## src/rtl/adder_pkg.sv

```systemverilog
// Shared sizing helpers for the pipelined adder/subtractor family.
// Default geometry plus the chunk-width calculation used by the top and the chunk adder.
package adder_pkg;
   localparam int DEF_WIDTH  = 16;
   localparam int DEF_STAGES = 4;

   function automatic int chunk_w(input int width, input int stages);
      return width / stages;
   endfunction
endpackage

```

## src/rtl/pipelined_addsub_if.sv

```systemverilog
// Operand/result handshake bundle for pipelined_addsub.
// The master side produces operands and consumes results; the slave side is the adder.
interface pipelined_addsub_if
   import adder_pkg::*;
#(
   parameter int WIDTH = DEF_WIDTH
) ();
   logic             in_valid;
   logic             in_ready;
   logic [WIDTH-1:0] in_a;
   logic [WIDTH-1:0] in_b;
   logic             in_cin;
   logic             in_sub;
   logic             out_valid;
   logic             out_ready;
   logic [WIDTH-1:0] out_sum;
   logic             out_cout;
   logic             out_ovf;

   modport master (
      output in_valid, in_a, in_b, in_cin, in_sub, out_ready,
      input  in_ready, out_valid, out_sum, out_cout, out_ovf
   );

   modport slave (
      input  in_valid, in_a, in_b, in_cin, in_sub, out_ready,
      output in_ready, out_valid, out_sum, out_cout, out_ovf
   );
endinterface

```

## src/rtl/pipelined_addsub_rca_chunk.sv

```systemverilog
// Combinational CHUNK-bit ripple-carry adder built from per-bit full-adder equations.
// Also exposes the carry into the chunk MSB so the last stage can derive signed overflow.
module rca_chunk
   import adder_pkg::*;
#(
   parameter int CHUNK = chunk_w(DEF_WIDTH, DEF_STAGES)
) (
   input  logic [CHUNK-1:0] a,
   input  logic [CHUNK-1:0] b,
   input  logic             cin,
   output logic [CHUNK-1:0] sum,
   output logic             cout,
   output logic             c_msb_in
);
   logic [CHUNK:0] c;

   always_comb begin
      c    = '0;
      sum  = '0;
      c[0] = cin;
      for (int i = 0; i < CHUNK; i++) begin
         sum[i]   = a[i] ^ b[i] ^ c[i];
         c[i + 1] = (a[i] & b[i]) | (c[i] & (a[i] ^ b[i]));
      end
   end

   assign cout     = c[CHUNK];
   assign c_msb_in = c[CHUNK-1];
endmodule

```

## src/rtl/pipelined_addsub.sv

```systemverilog
// Pipelined ripple-carry adder/subtractor: STAGES chunks, carry registered between chunks,
// valid/ready handshake where the whole pipe advances or holds as one.
module pipelined_addsub
   import adder_pkg::*;
#(
   parameter int WIDTH  = DEF_WIDTH,
   parameter int STAGES = DEF_STAGES
) (
   input logic               clk,
   input logic               rst_n,
   pipelined_addsub_if.slave bus
);
   localparam int CHUNK = chunk_w(WIDTH, STAGES);

   logic             advance;

   logic             valid_q [STAGES];
   logic             valid_d [STAGES];
   logic             carry_q [STAGES];
   logic             carry_d [STAGES];
   logic             ovf_q   [STAGES];
   logic             ovf_d   [STAGES];
   logic [WIDTH-1:0] sum_q   [STAGES];
   logic [WIDTH-1:0] sum_d   [STAGES];
   logic [WIDTH-1:0] a_q     [STAGES];
   logic [WIDTH-1:0] a_d     [STAGES];
   logic [WIDTH-1:0] b_q     [STAGES];
   logic [WIDTH-1:0] b_d     [STAGES];

   logic             st_valid [STAGES];
   logic             st_c     [STAGES];
   logic [WIDTH-1:0] st_a     [STAGES];
   logic [WIDTH-1:0] st_b     [STAGES];
   logic [WIDTH-1:0] st_sum   [STAGES];

   logic [CHUNK-1:0] ch_sum  [STAGES];
   logic             ch_cout [STAGES];
   logic             ch_cmsb [STAGES];

   assign advance      = !valid_q[STAGES-1] || bus.out_ready;
   assign bus.in_ready = advance;

   // Stage 0 sees the conditioned operands; later stages see the previous stage's registers.
   always_comb begin : stage_inputs
      st_valid[0] = bus.in_valid;
      st_a[0]     = bus.in_a;
      st_b[0]     = bus.in_sub ? ~bus.in_b : bus.in_b;
      st_c[0]     = bus.in_sub ^ bus.in_cin;
      st_sum[0]   = '0;
      for (int k = 1; k < STAGES; k++) begin
         st_valid[k] = valid_q[k-1];
         st_a[k]     = a_q[k-1];
         st_b[k]     = b_q[k-1];
         st_c[k]     = carry_q[k-1];
         st_sum[k]   = sum_q[k-1];
      end
   end

   generate
      for (genvar gi = 0; gi < STAGES; gi++) begin : g_chunk
         rca_chunk #(.CHUNK(CHUNK)) u_chunk (
            .a        (st_a[gi][gi*CHUNK +: CHUNK]),
            .b        (st_b[gi][gi*CHUNK +: CHUNK]),
            .cin      (st_c[gi]),
            .sum      (ch_sum[gi]),
            .cout     (ch_cout[gi]),
            .c_msb_in (ch_cmsb[gi])
         );
      end
   endgenerate

   // Every stage holds unless the pipe advances; only the final stage's ovf is observed.
   always_comb begin : stage_next
      for (int k = 0; k < STAGES; k++) begin
         valid_d[k] = valid_q[k];
         carry_d[k] = carry_q[k];
         ovf_d[k]   = ovf_q[k];
         sum_d[k]   = sum_q[k];
         a_d[k]     = a_q[k];
         b_d[k]     = b_q[k];
      end
      if (advance) begin
         for (int k = 0; k < STAGES; k++) begin
            valid_d[k]                  = st_valid[k];
            carry_d[k]                  = ch_cout[k];
            ovf_d[k]                    = ch_cout[k] ^ ch_cmsb[k];
            a_d[k]                      = st_a[k];
            b_d[k]                      = st_b[k];
            sum_d[k]                    = st_sum[k];
            sum_d[k][k*CHUNK +: CHUNK]  = ch_sum[k];
         end
      end
   end

   always_ff @(posedge clk or negedge rst_n) begin
      if (!rst_n) begin
         for (int k = 0; k < STAGES; k++) begin
            valid_q[k] <= 1'b0;
            carry_q[k] <= 1'b0;
            ovf_q[k]   <= 1'b0;
            sum_q[k]   <= '0;
            a_q[k]     <= '0;
            b_q[k]     <= '0;
         end
      end else begin
         for (int k = 0; k < STAGES; k++) begin
            valid_q[k] <= valid_d[k];
            carry_q[k] <= carry_d[k];
            ovf_q[k]   <= ovf_d[k];
            sum_q[k]   <= sum_d[k];
            a_q[k]     <= a_d[k];
            b_q[k]     <= b_d[k];
         end
      end
   end

   assign bus.out_valid = valid_q[STAGES-1];
   assign bus.out_sum   = sum_q[STAGES-1];
   assign bus.out_cout  = carry_q[STAGES-1];
   assign bus.out_ovf   = ovf_q[STAGES-1];
endmodule
```

## src/flat_wrapper.sv

```systemverilog
// flat-port wrapper written by rule: the top's interface ports become plain ports
module pipelined_addsub_flat import adder_pkg::*;
#(
   parameter int WIDTH  = DEF_WIDTH,
   parameter int STAGES = DEF_STAGES
)
  (clk, rst_n, bus_in_valid, bus_in_a, bus_in_b, bus_in_cin, bus_in_sub, bus_out_ready, bus_in_ready, bus_out_valid, bus_out_sum, bus_out_cout, bus_out_ovf);
  pipelined_addsub_if #(.WIDTH(WIDTH)) bus_i ();
  input logic clk;
  input logic rst_n;
  input wire logic [$bits(bus_i.in_valid)-1:0] bus_in_valid;
  input wire logic [$bits(bus_i.in_a)-1:0] bus_in_a;
  input wire logic [$bits(bus_i.in_b)-1:0] bus_in_b;
  input wire logic [$bits(bus_i.in_cin)-1:0] bus_in_cin;
  input wire logic [$bits(bus_i.in_sub)-1:0] bus_in_sub;
  input wire logic [$bits(bus_i.out_ready)-1:0] bus_out_ready;
  output wire logic [$bits(bus_i.in_ready)-1:0] bus_in_ready;
  output wire logic [$bits(bus_i.out_valid)-1:0] bus_out_valid;
  output wire logic [$bits(bus_i.out_sum)-1:0] bus_out_sum;
  output wire logic [$bits(bus_i.out_cout)-1:0] bus_out_cout;
  output wire logic [$bits(bus_i.out_ovf)-1:0] bus_out_ovf;
  assign bus_i.in_valid = bus_in_valid;
  assign bus_i.in_a = bus_in_a;
  assign bus_i.in_b = bus_in_b;
  assign bus_i.in_cin = bus_in_cin;
  assign bus_i.in_sub = bus_in_sub;
  assign bus_i.out_ready = bus_out_ready;
  assign bus_in_ready = bus_i.in_ready;
  assign bus_out_valid = bus_i.out_valid;
  assign bus_out_sum = bus_i.out_sum;
  assign bus_out_cout = bus_i.out_cout;
  assign bus_out_ovf = bus_i.out_ovf;
  pipelined_addsub #(.WIDTH(WIDTH), .STAGES(STAGES)) u_core (.clk(clk), .rst_n(rst_n), .bus(bus_i));
endmodule
```

## config.mk

```make
export PLATFORM = sky130hd
export DESIGN_NAME = pipelined_addsub_flat
export DESIGN_NICKNAME = d
export VERILOG_FILES = /design/src/rtl/adder_pkg.sv /design/src/rtl/pipelined_addsub_if.sv /design/src/rtl/pipelined_addsub_rca_chunk.sv /design/src/rtl/pipelined_addsub.sv /design/src/flat_wrapper.sv
export SDC_FILE = /design/constraint.sdc
export NUM_CORES = 1
export LEC_CHECK = 0
export BUFFER_PORTS_ARGS = -buffer_cell sky130_fd_sc_hd__clkbuf_2
export CAP_MARGIN = 20
export CORE_MARGIN = 2
export CORE_UTILIZATION = 57
export CTS_CLUSTER_DIAMETER = 50
export DETAILED_ROUTE_END_ITERATION = 10
export PLACE_DENSITY = 0.79
export RECOVER_POWER = 25
export SETUP_SLACK_MARGIN = 0.15
export SYNTH_ARGS = -nofsm -noshare
export SYNTH_HDL_FRONTEND = slang
export SYNTH_SLANG_ARGS = --single-unit
```

## constraint.sdc

```tcl
create_clock -name clk -period 3 [get_ports clk]
set_clock_uncertainty 0.1 [all_clocks]
set_input_delay 0 -clock clk [delete_from_list [all_inputs] [get_ports clk]]
set_output_delay 0 -clock clk [all_outputs]
set_load 0.05 [all_outputs]
```

-- Word-level counts from Yosys, hierarchy flattened
Index checks and enable logic that the tools add are counted.
- word-level logic and storage cells: 105
- flip-flop bits (word level): 145
- reduce and logical (&&, ||, !) cells: 2
- mux-type cells: 1
- bitwise operators: 83
- operators with widths (cell ; number):
    XOR 1 bit ; 34
    bitwise AND 1 bit ; 32
    2-to-1 mux 16 bit ; 1
    inverter 16 bit ; 1
    bitwise OR 1 bit ; 16
    logical NOT 1 bit ; 1
    logical OR 1 bit ; 1

-- Longest topological paths before layout
Gate-level depths: netlist of the first run.
- depth in word-level cells: 11
- mapped depth: 11
- depth with buffers taken out: 9

-- Cells and area by module
Synthesis of the first run repeated with hierarchy kept, for this count alone.
- cell total of the unflattened synthesis: 274
- area total of the unflattened synthesis: 4286.6 um2
- modules (own cells, without submodules) (module ; area an instance (um2) ; cells an instance ; times used):
    pipelined_addsub ; 3846.2 ; 226 ; 1
    rca_chunk ; 110.1 ; 12 ; 4

-- Least setup slack after synthesis of the first run
Ideal clock, no wire load.
- path kind: input -> register
- start point: input port bus_in_sub
- end point: register u_core.sum_q (netlist bit u_core.st_sum[35])
- setup slack: 0.570 ns
- setup time: 0.125 ns
- data arrival time: 2.205 ns
- cell stages on the path: 11
- data required time: 2.775 ns
- path through: buf_2 > buf_4 > xnor2_1 > fa_1 > inv_1 > fa_1 > inv_1 > fa_1 > inv_1 > fa_1 > mux2_4
- RTL lines (what ; RTL line ; RTL):
    from (decl) ; flat_wrapper.sv:15 ; input wire logic [$bits(bus_i.in_sub)-1:0] bus_in_sub;
    to (signal, indexed assignment) ; pipelined_addsub.sv:110 ; sum_q[k] <= sum_d[k];
    to (decl) ; pipelined_addsub.sv:23 ; logic [WIDTH-1:0] sum_q [STAGES];

-- Final worst setup path of the first run
- start point: register u_core.carry_q[1] in the netlist's numbering
- end point: register u_core.ovf_q (netlist bit u_core.bus.out_ovf)
- cells in the longest elaborated chain, start to end: 9
- ends and longest elaborated chain (what ; RTL line ; RTL):
    from (decl) ; pipelined_addsub.sv:19 ; logic carry_q [STAGES];
    from (signal, indexed assignment) ; pipelined_addsub.sv:108 ; carry_q[k] <= carry_d[k];
    bitwise AND 1 bit (*) ; pipelined_addsub_rca_chunk.sv:23 ; c[i + 1] = (a[i] & b[i]) | (c[i] & (a[i] ^ b[i]));
    bitwise OR 1 bit (*) ; pipelined_addsub_rca_chunk.sv:23 ;
    bitwise AND 1 bit (*) ; pipelined_addsub_rca_chunk.sv:23 ;
    bitwise OR 1 bit (*) ; pipelined_addsub_rca_chunk.sv:23 ;
    bitwise AND 1 bit (*) ; pipelined_addsub_rca_chunk.sv:23 ;
    bitwise OR 1 bit (*) ; pipelined_addsub_rca_chunk.sv:23 ;
    bitwise AND 1 bit ; pipelined_addsub_rca_chunk.sv:23 ;
    bitwise OR 1 bit ; pipelined_addsub_rca_chunk.sv:23 ;
    XOR 1 bit (*) ; pipelined_addsub.sv:86 ; ovf_d[k] = ch_cout[k] ^ ch_cmsb[k];
    to (signal, indexed assignment) ; pipelined_addsub.sv:109 ; ovf_q[k] <= ovf_d[k];
    to (decl) ; pipelined_addsub.sv:21 ; logic ovf_q [STAGES];
Mark *: on every way between the ends. The rest lies on a longest branch, timed or not.
A chain may end at the register's enable or synchronous reset.

==> results of run 1 <==
## cell usage after synthesis
library cell / number
a21oi_1: 2
a21oi_2: 9
buf_2: 8
buf_4: 1
buf_6: 4
clkbuf_1: 2
dfrtp_1: 97
fa_1: 16
inv_1: 26
mux2_2: 79
mux2_4: 4
mux2i_1: 2
nand2b_1: 1
nand2b_4: 1
nor3b_1: 11
xnor2_1: 6
xor2_1: 12
## worst max-delay path, cell delays in order (launching register included)
cell	delay, ps
dfrtp_1	390
fa_1	200
inv_1	60
fa_1	410
inv_1	90
fa_1	240
inv_1	80
fa_1	470
xnor2_1	150
mux2_4	250
## final timing paths
kind / from / end / slack (ps) / cells after the start
hold / removal: bus_in_a[0] / u_core.st_sum[32] / 0.4 / 4
min in group asynchronous: rst_n / u_core.bus.out_sum[1] / 310 / 2
setup / recovery: u_core.carry_q[1] / u_core.bus.out_ovf / 450 / 9
max in group asynchronous: rst_n / u_core.a_q[55] / 1480 / 3
hold reg to reg: u_core.st_valid[0] / u_core.bus.out_valid / 400 / 1
setup reg to reg: u_core.carry_q[1] / u_core.bus.out_ovf / 450 / 9
## state kept, by name (all words and copies together), names as in the netlist
signal / flops
u_core.b_q: 24
u_core.bus.out_valid: 1
u_core.bus.out_cout: 1
u_core.a_q: 24
u_core.bus.out_sum: 16
u_core.carry_q: 3
u_core.st_sum: 24
u_core.st_valid: 3
u_core.bus.out_ovf: 1
## cell families (layout without fill, tap and decap cells)
family	count (synthesis)	count (layout)	synth area share, %
fa+ha+maj	16	16	7.51
simple gates	13	13	2.41
flops	97	97	56.9
mux	85	85	22.7
compound gates	11	11	2.08
buf+inv	41	136	4.64
xor+xnor	18	18	3.70
## per-layer routing
metal  GRT usage, %  part of all wire [%]  vias to the layer above
met4           8.21                   1.4                        0
met3           3.67                   2.5                       10
li1               -                     -                     1112
met1           26.7                    45                     1213
met2           31.3                    51                       43
met5              0                     0                        -
## power by group through the flow
stage	Combinational, uW	Sequential [uW]	Clock, uW
finish	2240	2230	926
global route	2440	2310	998
CTS	2280	2230	945
detailed placement	2220	2260	0
global placement	2150	2220	0
floorplan	1330	2610	0
## stage by stage
step,utilization [%],hold WS (ps),setup slack (ps),power (uW)
CTS,71.0,1.67,423,5460
global route,70.8,41.8,322,5750
global placement,63.9,-51.6,552,4370
finish,70.8,0.381,450,5390
detailed placement,63.9,-47.6,455,4480
floorplan,-,-396,570,3950
## layout make-up
| class | count | area, um^2 | share of cell area [%] |
|---|---|---|---|
| Sequential cell | 97 | 2430 | 47.2 |
| Multi-Input combinational cell | 143 | 1640 | 31.9 |
| Timing Repair Buffer | 94 | 629 | 12.3 |
| Clock buffer | 11 | 141 | 2.75 |
| Tap cell | 99 | 124 | 2.41 |
| Inverter | 26 | 97.6 | 1.90 |
| Clock inverter | 5 | 78.8 | 1.53 |
==> results.cfg, run 1 <==
[outcome]
outcome = finished, final reports clean

[floorplanning]
die_area_um2 = 8190
num_io_pins = 58
core_um2 = 7250
rows = 31
die_w_um = 90.5
die_h_um = 90.5
initial_core_util_pct = 58.8

[clock_tree]
cts_buffers = 9
cts.sinks = 97
cts_resized = 0
cts_max_level = 3
post-cts-setup-buffers = 0
clk_latency_ps = 360
holdBufCountCts = 29
clockRootBuffer = clkbuf_8
cts_tree = built
clk_pin_slew_worst_paths_ps = 80
clockBufferDepth = 2

[place]
place_area_um2 = 4640
globalplace.congestion = 0.734
portBuffers = 57
hpwl_mm = 4.80
dp_cells = 430

[setup_path]
crit_fanout = 2
required_ps = 3140
critical_path_arrival_ps = 2690
path_class = reg -> reg
endpoint_kind = flip-flop
worstSetupStartpointType = flip-flop

[power_and_ir_drop]
power.density_nw_per_um2 = 1050
swShare_pct = 36.7
p_clk_share_pct = 17.2
p_leak_uw = 0.00235
power.switching_uw = 1980
intPower_uw = 3410
seq_power_share_pct = 41.3
ir_worst_vdd_uv = 499
pwr-share-comb_pct = 41.5

[job]
cap_viol_max_count = 0

[synthesis]
yosysTopAreaCell = dfrtp_1
synth_cell_types = 17
synth_area_um2 = 4260
synth_top_cells_by_area = dfrtp_1 (57%), mux2_2 (21%), fa_1 (7.5%)
ys_seq_area_share_pct = 56.9
synthCells = 281
avgSynthCellArea_um2 = 15.2
ys_seq_elements = 97
synth_top_area_share_pct = 56.9
syn-num-nets = 335
ys.warnings.count = 0

[global_routing]
grt_max_degree = 51
grt_overflow = 0
grtUsageTotal_pct = 19.6
grt_pass1_vias = 2483
antenna_found_initial = 0
grt_pass1_wl_mm = 12.5

[cells_and_area]
final_cell_mix = dfrtp_1 (97), mux2_2 (79), clkbuf_2 (52), dlygate4sd3_1 (29), inv_1 (26)
stdcell_count = 475
drive_gt1_share_pct = 44.7
mostFrequentLayoutCell = dfrtp_1
fin_nets = 425
stdcell_area_um2 = 5140
area_growth_pct = 20.5
diodes = 0
nFillCells = 501

[timing]
setup_viol = 0
fmax_mhz = 392
rsz0062_at_grt = no
period_share_pct = 85.0
tightest_slew_ps = 1160
hold_viol_final = 0
fin_crit_ps = 2550
finalMaxSlewViolations = 0
fin_tns_setup_ps = 0
relSlewSlack_pct = 22.5

[worst_hold_path]
worstHoldPathType = in -> reg

[detailed_routing]
drtIter0Drc = 72
final_antenna_net_count = 0
routedWlPerCell_um = 15.1
drc = 0
wirelength_mm = 7.16
vias = 2378
dr.pass1.iters = 4
viasPerCell = 5.01
No activity file was read; power rests on OpenSTA's default activity.
==> run 2, diff against run 1 <==
--- a/config.mk
+++ b/config.mk
@@ -5,13 +5,14 @@
 export SDC_FILE = /design/constraint.sdc
 export NUM_CORES = 1
 export LEC_CHECK = 0
+export ABC_AREA = 1
 export BUFFER_PORTS_ARGS = -buffer_cell sky130_fd_sc_hd__clkbuf_2
 export CAP_MARGIN = 20
 export CORE_MARGIN = 2
-export CORE_UTILIZATION = 57
+export CORE_UTILIZATION = 51
 export CTS_CLUSTER_DIAMETER = 50
 export DETAILED_ROUTE_END_ITERATION = 10
-export PLACE_DENSITY = 0.79
+export PLACE_DENSITY = 0.75
 export RECOVER_POWER = 25
 export SETUP_SLACK_MARGIN = 0.15
 export SYNTH_ARGS = -nofsm -noshare
==> constraint.sdc (replaced) <==
create_clock -name clk -period 2.3 [get_ports clk]
set_clock_uncertainty 0.1 [all_clocks]
set_input_delay 0 -clock clk [delete_from_list [all_inputs] [get_ports clk]]
set_output_delay 0 -clock clk [all_outputs]
set_load 0.05 [all_outputs]
==> run 2 against run 1 <==
Core utilization down 7.9 points. Sequential share of layout area rose by 0.18 points. Via count rose by 28%. Routed wire length up 11%. Total power grew 20%. First-iteration DRC count is 130% higher. Clock power rose by 2%. Worst setup slack got worse by 410 ps. Synthesized area down 1.1%. Synthesized cell count increased by 64%. Sequential cell count did not move. Largest power group is now registers.
==> results.cfg, run 2 <==
[outcome]
outcome = finished, final reports clean

[setup_path]
path_class = reg -> reg
endpoint_kind = flip-flop
crit_fanout = 2
required_ps = 2490
worst_path_largest_cell_delay_ps = 430
critPathSlowestCell = fa_2
cp_cell_sequence = fa_2 > inv_2 > fa_2 > inv_2 > fa_2 > inv_2 > fa_2 > o21ai_1
crit_buf_inv = 3
regToRegSetupSlack_ps = 40
critPathMostFrequentCell = fa_2
critical_path_arrival_ps = 2450
worstSetupStartpointType = flip-flop
crit_family = adder cells

[clock_tree]
clk_pin_slew_worst_paths_ps = 90
clockRootBuffer = clkbuf_8
clockBufferDepth = 2
clk_latency_ps = 360
cts_tree = built
cts_buffers = 9
cts.sinks = 97
cts_max_level = 3

[timing]
tightest_slew_ps = 1380
period_share_pct = 98.3
relSlewSlack_pct = 7.69
fin_crit_ps = 2260
hold_viol_final = 0
finalMaxSlewViolations = 0
rsz0062_at_grt = yes
setup_viol = 0
fmax_mhz = 442
fin_tns_setup_ps = 0
setup_ws_ps = 39.7

[synthesis]
ys.warnings.count = 0
synth_top_area_share_pct = 57.5
synth_area_um2 = 4220
syn-num-nets = 514
yosysTopAreaCell = dfrtp_1
ys_seq_elements = 97
synth_commonest_cells = nand2_1 (182), dfrtp_1 (97), inv_1 (61)
synth_top_cells_by_area = dfrtp_1 (58%), nand2_1 (16%), fa_1 (7.6%)
synth_ff_type = dfrtp_1
synth_edf_count = 0
synth_cell_types = 15
async_flop_share_pct = 100
ys_seq_area_share_pct = 57.5
synthCells = 460
avgSynthCellArea_um2 = 9.17
synth_most_common_cell = nand2_1

[detailed_routing]
viasPerCell = 4.65
drc = 0
dr.pass1.iters = 4
drtIter0Drc = 164
vias = 3049
wirelength_mm = 7.91
routedWlPerCell_um = 12.1
final_antenna_net_count = 0

[cells_and_area]
area_growth_pct = 21.3
mostFrequentLayoutCell = nand2_1
diodes = 0
drive_gt1_share_pct = 19.5
fin_nets = 599
final_util_pct = 62.9
final_cell_mix = nand2_1 (182), dfrtp_1 (97), o21ai_0 (57), clkbuf_2 (57), inv_1 (51)

[place]
portBuffers = 57
globalplace.congestion = 0.729
hpwl_mm = 5.19
pre_cts_slack_ps = 22.8

[floorplanning]
rows = 33
core_um2 = 8130
num_io_pins = 58
initial_core_util_pct = 51.9
die_h_um = 95.0
die_area_um2 = 9020
die_w_um = 95.0

[global_routing]
grt_overflow = 0
antenna_found_initial = 0
grt_max_degree = 58
grt_pass1_wl_mm = 13.5
grt_pass1_vias = 2996
grtUsageTotal_pct = 19.7

[job]
cap_viol_max_count = 0

[worst_hold_path]
worstHoldPathType = in -> reg

[power_and_ir_drop]
power.density_nw_per_um2 = 1270
p_leak_uw = 0.00267
ir_worst_vdd_uv = 461
finalPower_uw = 6480
==> run 2: routing by layer <==
metal / up-vias / wire length (um) / share of wire (%) / global-route usage, %
met4: 0 / 82 / 1.0 / 6.64
li1: 1554 / - / - / -
met5: - / 0 / 0 / 0
met2: 57 / 3930 / 50 / 31.4
met3: 6 / 262 / 3.3 / 4.15
met1: 1432 / 3640 / 46 / 27.3
==> run 2: power by group <==
group | switching, uW | internal, uW | leakage (uW) | total [uW]
Combinational | 1780 | 896 | 0.00142 | 2680
Clock | 558 | 385 | 0.0000818 | 943
Sequential | 398 | 2460 | 0.00117 | 2860
Total | 2740 | 3740 | 0.00267 | 6480
==> run 2: repair_timing <==
| item | CTS | global route |
|---|---|---|
| endpoints found under the setup margin | 5 | 5 |
| resized for setup | 5 | 3 |
| endpoints found under the hold margin | 97 | 0 |
| setup buffers | 2 | 2 |
| pin swaps | 8 | 12 |
| hold buffers | 30 | 0 |
==> run 2: logic make-up (layout without fill, tap and decap cells) <==
group | Yosys count | count (layout) | share of synthesized area (%)
and+or+nand+nor | 197 | 197 | 18.1
xor gates and xnor gates | 5 | 5 | 1.04
adders and majority gates | 16 | 16 | 7.59
buffers and inverters | 85 | 175 | 8.57
DFF | 97 | 97 | 57.5
AOI/OAI and AO/OA | 60 | 60 | 7.12
==> run 2: tightest hold or removal path: cells and delay by family <==
family | cells | cell delay, ps
adder cells (fa/ha/maj) | 1 | 200
buffers and inverters | 2 | 150
AO/OA/AOI/OAI | 1 | 70
==> run 2: cell type report <==
class                      instances  area (um^2)
clock buffer                      10          128
inverter                          62          233
sequential                        97         2430
tap                              105          131
multi-input combinational        278         1470
timing repair buffer              97          698
clock inverter                     6         35.0
fill                             651         3020
==> run 2: metrics by stage <==
| stage | area [um^2] | hold WS (ps) | std cells |
|---|---|---|---|
| final | 5120 | 13.3 | 655 |
| after global routing | 5120 | 61.7 | 655 |
| after CTS | 5100 | 8.54 | 653 |
| after floorplan | 4260 | -396 | 460 |
| after global placement | 4620 | -3.67 | 605 |
| after detailed placement | 4620 | -1.06 | 605 |
==> run 2: worst paths after layout <==
kind	start	end	depth (start not counted)
worst min-delay path	bus_in_a[0]	u_core.st_sum[32]	4
min in group asynchronous	rst_n	u_core.a_q[55]	2
worst min register to register	u_core.st_valid[0]	u_core.bus.out_valid	2
worst max-delay path	u_core.a_q[28]	u_core.bus.out_sum[15]	8
max in group asynchronous	rst_n	u_core.st_sum[1]	3
worst max register to register	u_core.a_q[28]	u_core.bus.out_sum[15]	8
==> run 3, diff against run 2 <==
--- a/config.mk
+++ b/config.mk
@@ -5,7 +5,6 @@
 export SDC_FILE = /design/constraint.sdc
 export NUM_CORES = 1
 export LEC_CHECK = 0
-export ABC_AREA = 1
 export BUFFER_PORTS_ARGS = -buffer_cell sky130_fd_sc_hd__clkbuf_2
 export CAP_MARGIN = 20
 export CORE_MARGIN = 2
==> run 3 against run 2 <==
First-iteration DRC count fell by 54%. Cell count fell by 26%. Non-clock buffer count up 1. Final area grew 3.1%.
==> results.cfg, run 3 (synthesized netlist as in run 1, its figures left out) <==
[timing]
fin_tns_setup_ps = 0
period_share_pct = 97.9
fin_crit_ps = 2250
whs_ps = 21.1
hold_viol_final = 0
rsz0062_at_grt = yes
fmax_mhz = 444
relSlewSlack_pct = 35.1
setup_ws_ps = 48.7
setup_viol = 0
tightest_slew_ps = 973
finalMaxSlewViolations = 0

[power_and_ir_drop]
ir_worst_vdd_uv = 911
p_leak_uw = 0.00238
power.density_nw_per_um2 = 1390

[detailed_routing]
wirelength_mm = 7.07
vias = 2409
drc = 0
viasPerCell = 4.97
dr.pass1.iters = 2
final_antenna_net_count = 0
drtIter0Drc = 76
routedWlPerCell_um = 14.6

[setup_path]
required_ps = 2440
worstSetupStartpointType = flip-flop
path_class = reg -> reg
endpoint_kind = flip-flop
crit_fanout = 2
critical_path_arrival_ps = 2390

[cells_and_area]
drive_gt1_share_pct = 52.9
stdcell_count = 485
final_cell_mix = dfrtp_1 (97), mux2_2 (79), clkbuf_2 (58), dlygate4sd3_1 (29), inv_1 (15)
diodes = 0
fin_nets = 429
stdcell_area_um2 = 5280
mostFrequentLayoutCell = dfrtp_1
nFillCells = 620
area_growth_pct = 23.7

[global_routing]
grt_pass1_wl_mm = 12.3
grt_max_degree = 43
grt_overflow = 0
grt_pass1_vias = 2546
grtUsageTotal_pct = 18.1
antenna_found_initial = 0

[clock_tree]
cts_tree = built
clk_latency_ps = 360
cts_resized = 0
cts.sinks = 97
clockBufferDepth = 2
cts_max_level = 3
clk_pin_slew_worst_paths_ps = 90
cts_buffers = 9
clockRootBuffer = clkbuf_8

[worst_hold_path]
worstHoldPathType = in -> reg

[place]
dp_cells = 435
place_area_um2 = 4710
pre_cts_slack_ps = -0.583
portBuffers = 57
globalplace.congestion = 0.739
hpwl_mm = 4.85

[floorplanning]
core_um2 = 8180
die_h_um = 95.4
rows = 33
die_area_um2 = 9110
num_io_pins = 58
die_w_um = 95.4
initial_core_util_pct = 52.2

[outcome]
outcome = finished, final reports clean

[job]
cap_viol_max_count = 0
[run 3: cell types whose count changed in the layout (fill, tap and decap cells not counted), sizes merged, moves of 2 or more]
cell    delta
nand2    -183
mux2      +83
o21ai     -60
inv       -36
nand3     -13
a21oi     +11
nor3b     +11
xor2      +10
bufinv     +3
clkbuf     +3
clkinv     -3
xnor2      +3
mux2i      +2
nand2b     +2
[run 3: worst max-delay path, stage by stage (launching register included)]
cell     delay (ps)
dfrtp_1         420
fa_2            390
inv_2            60
fa_2            180
inv_2            40
fa_2            360
inv_2            70
fa_2            210
xnor2_1          70
mux2_4          250
[run 3: layout make-up]
class / count / area [um^2] / share of cell area [%]
clock buffer: 11 / 141 / 2.68
clock inverter: 5 / 103 / 1.94
inverter: 26 / 97.6 / 1.85
multi-input combinational: 143 / 1690 / 32.0
sequential: 97 / 2430 / 46.0
tap: 105 / 131 / 2.49
timing repair buffer: 98 / 684 / 13.0
[run 3: what timing repair did]
action	in CTS	in global routing
pin swaps	6	2
hold endpoints to repair	100	0
setup endpoints to repair	4	4
buffers inserted	3	2
hold buffers	29	0
[run 3: path summary, 6_finish.rpt]
path / slack, ps / start / to / depth (start not counted)
worst max-delay path: 50 / u_core.a_q[28] / u_core.bus.out_ovf / 9
worst min-delay path: 20 / bus_in_a[0] / u_core.st_sum[32] / 4
worst max register to register: 50 / u_core.a_q[28] / u_core.bus.out_ovf / 9
worst min register to register: 380 / u_core.st_valid[0] / u_core.bus.out_valid / 1
max in group asynchronous: 740 / rst_n / u_core.bus.out_sum[5] / 3
min in group asynchronous: 220 / rst_n / u_core.bus.out_sum[3] / 2
[run 3: metrics by stage]
stage / utilization, % / power [uW]
finish: 64.5 / 7340
detailed placement: 57.6 / 5980
floorplan: - / 5240
CTS: 64.4 / 7410
global placement: 57.6 / 5830
global route: 64.5 / 7870
[run 3: report_power, final]
group | leakage (uW) | internal, uW | switching, uW
Clock | 0.000120 | 750 | 552
Sequential | 0.00112 | 2480 | 443
Combinational | 0.00114 | 1490 | 1630
[run 3: layer usage]
layer	global-route usage (%)	up-vias	wire, um
met1	24.0	1243	3140
li1	-	1113	-
met5	0	-	0
met2	29.6	43	3590
met4	5.36	0	86
met3	4.66	10	258
